## config.mk

```make
export PLATFORM = sky130hd
export DESIGN_NAME = demux1to4_stream
export DESIGN_NICKNAME = d
export VERILOG_FILES = /design/src/rtl/demux1to4_stream.sv
export SDC_FILE = /design/constraint.sdc
export NUM_CORES = 1
export LEC_CHECK = 0
export CAP_MARGIN = 40
export CELL_PAD_IN_SITES_DETAIL_PLACEMENT = 0
export CELL_PAD_IN_SITES_GLOBAL_PLACEMENT = 1
export CORE_MARGIN = 5
export CORE_UTILIZATION = 25
export CTS_BUF_LIST = sky130_fd_sc_hd__clkbuf_8 sky130_fd_sc_hd__clkbuf_16
export DETAILED_ROUTE_END_ITERATION = 6
export DONT_BUFFER_PORTS = 1
export GPL_TIMING_DRIVEN = 0
export PLACE_DENSITY_LB_ADDON = 0.1
export SLEW_MARGIN = 30
export SYNTH_ARGS = -nofsm -noshare
export SYNTH_HDL_FRONTEND = slang
export SYNTH_SLANG_ARGS = --single-unit
```

## constraint.sdc

```tcl
create_clock -name clk -period 1.6 [get_ports clk]
set_input_delay 0.08 -clock clk [delete_from_list [all_inputs] [get_ports clk]]
set_output_delay 0.08 -clock clk [all_outputs]
set_load 0.03 [all_outputs]
```

## src/rtl/demux1to4_stream.sv

```systemverilog
// Registered 1-to-4 stream demultiplexer. One valid/ready input is steered by in_sel
// into four independent single-entry output channels, and each channel has its own transfer counter.
module demux1to4_stream #(
  parameter int WIDTH = 8,
  parameter int CNT_W = 8
) (
  input  logic               clk,
  input  logic               rst_n,
  input  logic [WIDTH-1:0]   in_data,
  input  logic [1:0]         in_sel,
  input  logic               in_valid,
  output logic               in_ready,
  output logic [4*WIDTH-1:0] out_data,
  output logic [3:0]         out_valid,
  input  logic [3:0]         out_ready,
  output logic [4*CNT_W-1:0] cnt,
  input  logic               cnt_clr
);

  logic [WIDTH-1:0] data_r [4];
  logic [3:0]       valid_r;
  logic [CNT_W-1:0] cnt_r [4];
  logic [3:0]       sel_hot_s;
  logic [3:0]       load_s;
  logic [3:0]       pop_s;
  logic             ready_s;

  // Destination decode of in_sel
  always_comb begin
    sel_hot_s = 4'b0000;
    case (in_sel)
      2'd0:    sel_hot_s = 4'b0001;
      2'd1:    sel_hot_s = 4'b0010;
      2'd2:    sel_hot_s = 4'b0100;
      2'd3:    sel_hot_s = 4'b1000;
      default: sel_hot_s = 4'b0000;
    endcase
  end

  // The addressed channel can take a word when empty or draining on this same edge
  always_comb begin
    ready_s = ~valid_r[in_sel] | out_ready[in_sel];
    pop_s   = valid_r & out_ready;
    if (in_valid && ready_s) begin
      load_s = sel_hot_s;
    end else begin
      load_s = 4'b0000;
    end
  end

  assign in_ready  = ready_s;
  assign out_valid = valid_r;

  // Channel registers: a load takes priority over a pop, which keeps full throughput
  always_ff @(posedge clk or negedge rst_n) begin
    if (!rst_n) begin
      valid_r <= 4'b0000;
      for (int k = 0; k < 4; k++) begin
        data_r[k] <= '0;
      end
    end else begin
      for (int k = 0; k < 4; k++) begin
        if (load_s[k]) begin
          data_r[k]  <= in_data;
          valid_r[k] <= 1'b1;
        end else if (pop_s[k]) begin
          valid_r[k] <= 1'b0;
        end else begin
          valid_r[k] <= valid_r[k];
        end
      end
    end
  end

  // Per-channel output transfer counters; a clear overrides a simultaneous increment
  always_ff @(posedge clk or negedge rst_n) begin
    if (!rst_n) begin
      for (int k = 0; k < 4; k++) begin
        cnt_r[k] <= '0;
      end
    end else begin
      for (int k = 0; k < 4; k++) begin
        if (cnt_clr) begin
          cnt_r[k] <= '0;
        end else if (pop_s[k]) begin
          cnt_r[k] <= cnt_r[k] + CNT_W'(1'b1);
        end else begin
          cnt_r[k] <= cnt_r[k];
        end
      end
    end
  end

  for (genvar g = 0; g < 4; g++) begin : g_pack
    assign out_data[g*WIDTH +: WIDTH] = data_r[g];
    assign cnt[g*CNT_W +: CNT_W]      = cnt_r[g];
  end

endmodule
```

==> results.md, run 1 <==
- Max-slew violation count: 0
- Worst hold-check path type: in2async
- Setup violations, final: 1
- Starting Density: 25.2%
- Register area: ~1700 um2
- DRC viols: 0
- Pre-antenna DRT Iters: 4
- Clock sink count: just under 70
- LEAKAGE: between 1.5 and 2 nW
- CTS root buf: clkbuf_16
- Quantity of hold-fixing buffers added after cts: 15
- Crit Path Max Fanout: 7
- Worst clock skew: ~0.0074 ns
- Mapped cell area: 2990 um2
- Crit Reg-Reg Endpoint: out_data[3]$_DFFE_PN0P_
- Final Cell Area: between 3000 and 4000 um2
- Critical path type: reg2out
- Post-synthesis area per instance: roughly 12 um2
- Layout cells sized above 1: 27.7%
- Master of the slowest instance on the critical path: mux4_2
- Distinct cells, synth: 27
- Setup slack after layout: -0.237 ns
- I/O pins: slightly below 90
- Clock Power Share: 47.0%
- Worst EP arrival: approximately 1.8 ns
- Final wirelength: 8.08 mm
- CP peak stage delay: about 0.59 ns
- IR drop worst, VDD: between 0.0006 and 0.0007 V
- Worst-path clk slew: about 0.060 ns
- Floorplan core area: 11900 um2
- Post-synthesis sequential area ratio: between 50% and 60%
- Area of the multi-input gates: 1300 um2
- Worst Setup SP: out_valid[0]$_DFFE_PN0P_
- Worst-Skew Late Latency: around 0.35 ns
- Worst path cell trace: or2b_4 -> mux4_2
- Unrepaired setup endpoints after global routing: true
- GPL Wtd Cong: between 0.6 and 0.7
- Slew @ Worst Pin: between 0.7 and 0.8 ns
- Synthesized flop and latch total: just under 70
- Routed length per placed instance: 18.5 um
- Fmax: roughly 540 MHz
- Worst Path Buf+Inv: 0
- DR vias/cell: ~4.8
- Worst path required time: roughly 1.5 ns
- # Max-Cap Violations: 0
- Iter 0 DRT Violations: approximately 100
- Diodes inserted: 0
- Initial antenna violation count: 0
- H-tree Lvls: 3
- Buffers added on ports: 0
- Synth Net Count: ~280
- Rows: 40
- CTS tree: built
- Routed Antenna Nets: 0
- Power, Total: between 5 and 6 mW
- Maximum root-to-sink buffer count: 2
- Chip width: 119 um
- HPWL after DPL: roughly 5.2 mm
- Flop pwr share: 46.4%
- Post-route clock period utilization: 115%
- Cell internal pwr: 3.84 mW
- Violated checks: hold timing, setup timing
- R2R Setup Slk: about 0.03 ns
- First-pass GRT wire length: 13.0 mm
- Die area: ~14000 um2
- Nets: slightly above 300
- Comb power frac: around 6.6%
- Slew HR: roughly half
- CP delay by family, top: multiplexers
- Crit start category: flop
- Hold Vio Cnt, Final: 68
- Power Density: roughly 1400 nW/um2
- Worst R2R Start: out_valid[0]$_DFFE_PN0P_
- Final Core Density: 32.1%
- Area Growth Syn to Fin: 27.3%
- Crit path time final: approximately 1.8 ns
- Switching fraction of total power: 27.4%
- Hold_ws: -0.565 ns
- Largest net degree at the start of global routing: 69
- Vias: ~2100
- Reg2Reg Depth: 4
- Post-Syn Instances: 255
- Critical Path Sink Type: primary output
- Total CTS buffers: 9
- Remaining global-route overflow: 0
- GRT Total Usage: between 10% and 20%
- Dpl cell area: between 3000 and 4000 um2
- Yosys warnings: 0
- Die Span Y: 119 um
- Status: finished with violations
- Fillers: around 1200
- Vias in the first global route: roughly 2200
- Psw: roughly 1.4 mW
[worst reg2reg max path, stage by stage (launching register included)]
cell,delay [ns]
dfrtp_2,0.51
or2b_4,0.31
buf_4,0.16
nand3b_4,0.15
mux2_4,0.32
[kinds of logic (layout without fill, tap and decap cells)]
group	count (synthesis)	after routing	share of synthesized area, %
AND/OR/NAND/NOR	88	89	16.2
flip-flops	68	68	56.9
AO/OA/AOI/OAI	39	39	7.20
multiplexers	36	36	14.1
buffers and inverters	12	45	1.67
XOR/XNOR	8	8	2.34
adder cells (fa/ha/maj)	4	4	1.67
[routing by layer]
metal,up-vias,wire (um),track usage (%)
met5,-,0,0
met4,0,163,5.58
met3,12,885,7.17
met2,70,3740,18.4
met1,1034,3290,13.7
li1,987,-,-
[worst max path at each step]
stage	to	slack, ns	cells past startpoint
finish	in_ready	-0.24	2
floorplan	in_ready	0.01	2
global route	in_ready	-0.30	2
detailed placement	out_data[16]$_DFFE_PN0P_	-0.25	3
CTS	in_ready	-0.27	2
global placement	out_data[17]$_DFFE_PN0P_	-0.23	3
[power by group through the flow]
stage,Clock (mW),Sequential (mW),Combinational (mW)
after floorplan,0,2.42,0.229
after global placement,0,2.49,0.262
after detailed placement,0,2.48,0.273
after CTS,2.56,2.46,0.347
after global routing,2.64,2.49,0.386
final,2.49,2.45,0.347
[cells in the final DEF (no fill, tap or decap), types with 3 or more instances in the layout]
master,count
a21oi_1,21
bufinv_16,4
clkbuf_16,9
dfrtp_1,52
dfrtp_2,16
dlygate4sd3_1,15
ha_1,4
inv_1,7
mux2_2,28
mux2_4,7
nand2_1,20
nand2b_1,3
nand3_1,14
nand4_1,8
nor2_1,14
nor2b_1,4
o21ai_0,10
o31ai_1,8
or3_1,8
or4_1,8
xor2_1,6
[state kept, by name, summed over array words and instances, names as in the netlist]
name / count
out_valid: 4
cnt: 32
out_data: 32
[final cells by class]
| class | count | share of cell area [%] |
|---|---|---|
| sequential | 68 | 45.2 |
| multi-input combinational | 176 | 34.2 |
| clock buffer | 10 | 6.28 |
| tap | 147 | 4.83 |
| timing repair buffer | 17 | 4.67 |
| clock inverter | 6 | 3.35 |
| buffer | 7 | 0.953 |
| inverter | 5 | 0.493 |
[what timing repair did]
item                                    in CTS  in global routing
cloned                                       1                  0
endpoints found under the hold margin      114                 68
endpoints found under the setup margin      46                 41
setup buffers                                3                  0
gates resized for setup                     19                 12
[synthesized netlist by cell type (all sizes together)]
library cell | instances | share of area [%]
xnor2 | 2 | 0.59
or3 | 9 | 1.9
and3 | 2 | 0.42
o21ai | 10 | 1.7
nand3b | 1 | 0.38
mux2 | 35 | 13
dfrtp | 68 | 57
a21oi | 21 | 3.5
inv | 5 | 0.63
o31ai | 8 | 2.0
xor2 | 6 | 1.8
nand2b | 3 | 0.63
mux4 | 1 | 0.88
clkbuf | 2 | 0.25
or2b | 1 | 0.25
nand3 | 15 | 2.5
ha | 4 | 1.7
nor2b | 5 | 1.0
nand2 | 20 | 2.5
nor2 | 14 | 1.8
nand4 | 9 | 2.1
nor3b | 1 | 0.63
buf | 5 | 0.79
or4 | 8 | 2.0
[through the flow]
stage | setup slack [ns] | TNS [ns] | instances | hold slack (ns)
after floorplan | 0.0115 | 0 | 255 | -0.216
after global placement | -0.232 | -4.54 | 402 | -0.212
after detailed placement | -0.254 | -5.25 | 402 | -0.211
after CTS | -0.274 | -0.276 | 436 | -0.586
after global routing | -0.302 | -0.418 | 436 | -0.596
final | -0.237 | -0.237 | 436 | -0.565
Power figures use the tool's default switching activity.
==> run 2: changes to the inputs <==
Settings changed: CORE_UTILIZATION 25 to 40, GPL_TIMING_DRIVEN 0 to unset.
==> results.md, run 2 (synthesis gave the netlist of run 1 again) <==
- DR vias/cell: 5.22 (was 4.82)
- Routed Antenna Nets: 0 (unchanged)
- CTS root buf: clkbuf_8 (was clkbuf_16)
- Total CTS buffers: 9 (unchanged)
- Worst Setup SP: out_valid[0]$_DFFE_PN0P_ (unchanged)
- GRT Total Usage: 16.1% (was 12.1%)
- Initial antenna violation count: 0 (unchanged)
- Maximum root-to-sink buffer count: 2 (unchanged)
- Buffers added on ports: 0 (unchanged)
- Layout cells sized above 1: 31.0% (was 27.7%)
- H-tree Lvls: 3 (unchanged)
- Floorplan core area: 7250 um2 (was 11900 um2)
- Hold_ws: -0.568 ns (was -0.565 ns)
- Worst clock skew: 0.0127 ns (was 0.00742 ns)
- Largest net degree at the start of global routing: 69 (unchanged)
- Diodes inserted: 0 (unchanged)
- # Max-Cap Violations: 0 (unchanged)
- Status: finished with violations (unchanged)
- Fmax: 618 MHz (was 544 MHz)
- Setup slack after layout: -0.0172 ns (was -0.237 ns)
- Dpl cell area: 3380 um2 (was 3170 um2)
- Fillers: 686 (was 1227)
- Crit start category: flop (unchanged)
- Most frequent cells in the layout: 68 x dfrtp_1, 43 x buf_4, 35 x mux2_2 (was 52 x dfrtp_1, 28 x mux2_2, 21 x a21oi_1)
- Setup violations, final: 1 (unchanged)
- Slew @ Worst Pin: 0.331 ns (was 0.724 ns)
- Crit Reg-Reg Endpoint: cnt[4]$_DFFE_PN0P_ (was out_data[3]$_DFFE_PN0P_)
- Commonest non-fill, non-tap cell in the layout: dfrtp_1 (unchanged)
- Area of the multi-input gates: 1240 um2 (was 1300 um2)
- Worst R2R Start: out_valid[0]$_DFFE_PN0P_ (unchanged)
- Worst path required time: 1.52 ns (about the same)
- CTS tree: built (unchanged)
- Post-route clock period utilization: 101% (was 115%)
- Final wirelength: 6.98 mm (was 8.08 mm)
- Reg2Reg Depth: 6 (was 4)
- Chip width: 96.5 um (was 119 um)
- Remaining global-route overflow: 0 (unchanged)
- Vias in the first global route: 2257 (was 2195)
- Power, Total: 4.19 mW (was 5.28 mW)
- Starting Density: 41.2% (was 25.2%)
- Area Growth Syn to Fin: 27.4% (was 27.3%)
- Violated checks: hold timing, setup timing (unchanged)
- Worst-path clk slew: 0.08 ns (was 0.06 ns)
- Slew HR: 77.9% (was 51.7%)
- Master of the slowest instance on the critical path: mux4_2 (unchanged)
- Vias: 2219 (was 2103)
- Register area: 1700 um2 (was 1720 um2)
- IR drop worst, VDD: 0.000657 V (was 0.000650 V)
- LEAKAGE: 1.67 nW (was 1.55 nW)
- Crit Path Max Fanout: 2 (was 7)
- Worst-Skew Late Latency: 0.33 ns (was 0.35 ns)
- Final Cell Area: 3810 um2 (about the same)
- Rows: 31 (was 40)
- Crit path time final: 1.62 ns (was 1.84 ns)
- Routed length per placed instance: 16.4 um (was 18.5 um)
- I/O pins: 87 (unchanged)
- Die area: 9310 um2 (was 14200 um2)
- Worst EP arrival: 1.54 ns (was 1.76 ns)
- HPWL after DPL: 4.65 mm (was 5.25 mm)
- DRC viols: 0 (unchanged)
- Worst path cell trace: or2b_1 -> mux4_2 -> buf_6 (was or2b_4 -> mux4_2)
- Worst hold-check path type: in2async (unchanged)
- Die Span Y: 96.5 um (was 119 um)
- Pre-antenna DRT Iters: 6 (was 4)
- Max-slew violation count: 0 (unchanged)
- First-pass GRT wire length: 11.5 mm (was 13.0 mm)
- GPL Wtd Cong: 0.725 (was 0.678)
- Clock sink count: 68 (unchanged)
- Critical Path Sink Type: primary output (unchanged)
- R2R Setup Slk: 0.11 ns (was 0.03 ns)
- Nets: 343 (was 306)
- Quantity of hold-fixing buffers added after cts: 18 (was 15)
- Power Density: 1100 nW/um2 (was 1390 nW/um2)
- Hold Vio Cnt, Final: 68 (unchanged)
- Iter 0 DRT Violations: 61 (was 101)
- CP peak stage delay: 0.46 ns (was 0.59 ns)
- Unrepaired setup endpoints after global routing: true (unchanged)
- Critical path type: reg2out (unchanged)
-- run 2: area by class of cell --
cell class	instances	share of cell area, %
clock buffer	9	3.25
clock inverter	7	1.94
inverter	5	0.493
multi-input combinational	175	32.6
sequential	68	44.7
tap	99	3.25
timing repair buffer	62	13.8
-- run 2: worst max-delay path by stage --
stage / end / slack [ns]
finish: in_ready / -0.02
global route: in_ready / -0.08
floorplan: in_ready / 0.01
global placement: in_ready / 0.23
detailed placement: in_ready / 0.22
CTS: in_ready / -0.04
-- run 2: through the flow --
stage | hold slack [ns] | std cells | setup slack, ns | util (%) | setup TNS [ns]
6_report | -0.568 | 425 | -0.0172 | 52.5 | -0.0172
5_1_grt | -0.598 | 425 | -0.0808 | 52.5 | -0.0808
4_1_cts | -0.588 | 424 | -0.0422 | 52.3 | -0.0422
3_5_place_dp | -0.213 | 387 | 0.221 | 46.6 | 0
3_3_place_gp | -0.214 | 387 | 0.230 | 46.6 | 0
2_1_floorplan | -0.216 | 255 | 0.0115 | - | 0
-- run 2: power breakdown --
| part | internal (mW) | total (mW) | switching, mW |
|---|---|---|---|
| combinational | 0.225 | 0.391 | 0.166 |
| sequential | 1.90 | 2.39 | 0.490 |
| clock | 0.728 | 1.41 | 0.682 |
| total | 2.85 | 4.19 | 1.34 |
-- run 2: layer usage --
metal | GRT usage [%] | share of wire (%) | vias to the layer above
met5 | 0 | 0 | -
met2 | 24.8 | 48 | 69
met1 | 20.9 | 42 | 1090
met4 | 5.96 | 0.52 | 0
met3 | 5.58 | 8.9 | 2
li1 | - | - | 1058
-- run 2: what timing repair did --
item,4_1_cts,5_1_grt
resized for setup,2,1
endpoints found under the hold margin,135,68
pin swaps,0,1
endpoints found under the setup margin,1,9
setup buffers,3,1
-- run 2: critical path, delay by kind of cell, from the launching register on --
| family | cells | cell delay, ns |
|---|---|---|
| buffers and inverters | 1 | 0.16 |
| DFF | 1 | 0.35 |
| muxes | 1 | 0.46 |
| and+or+nand+nor | 1 | 0.24 |
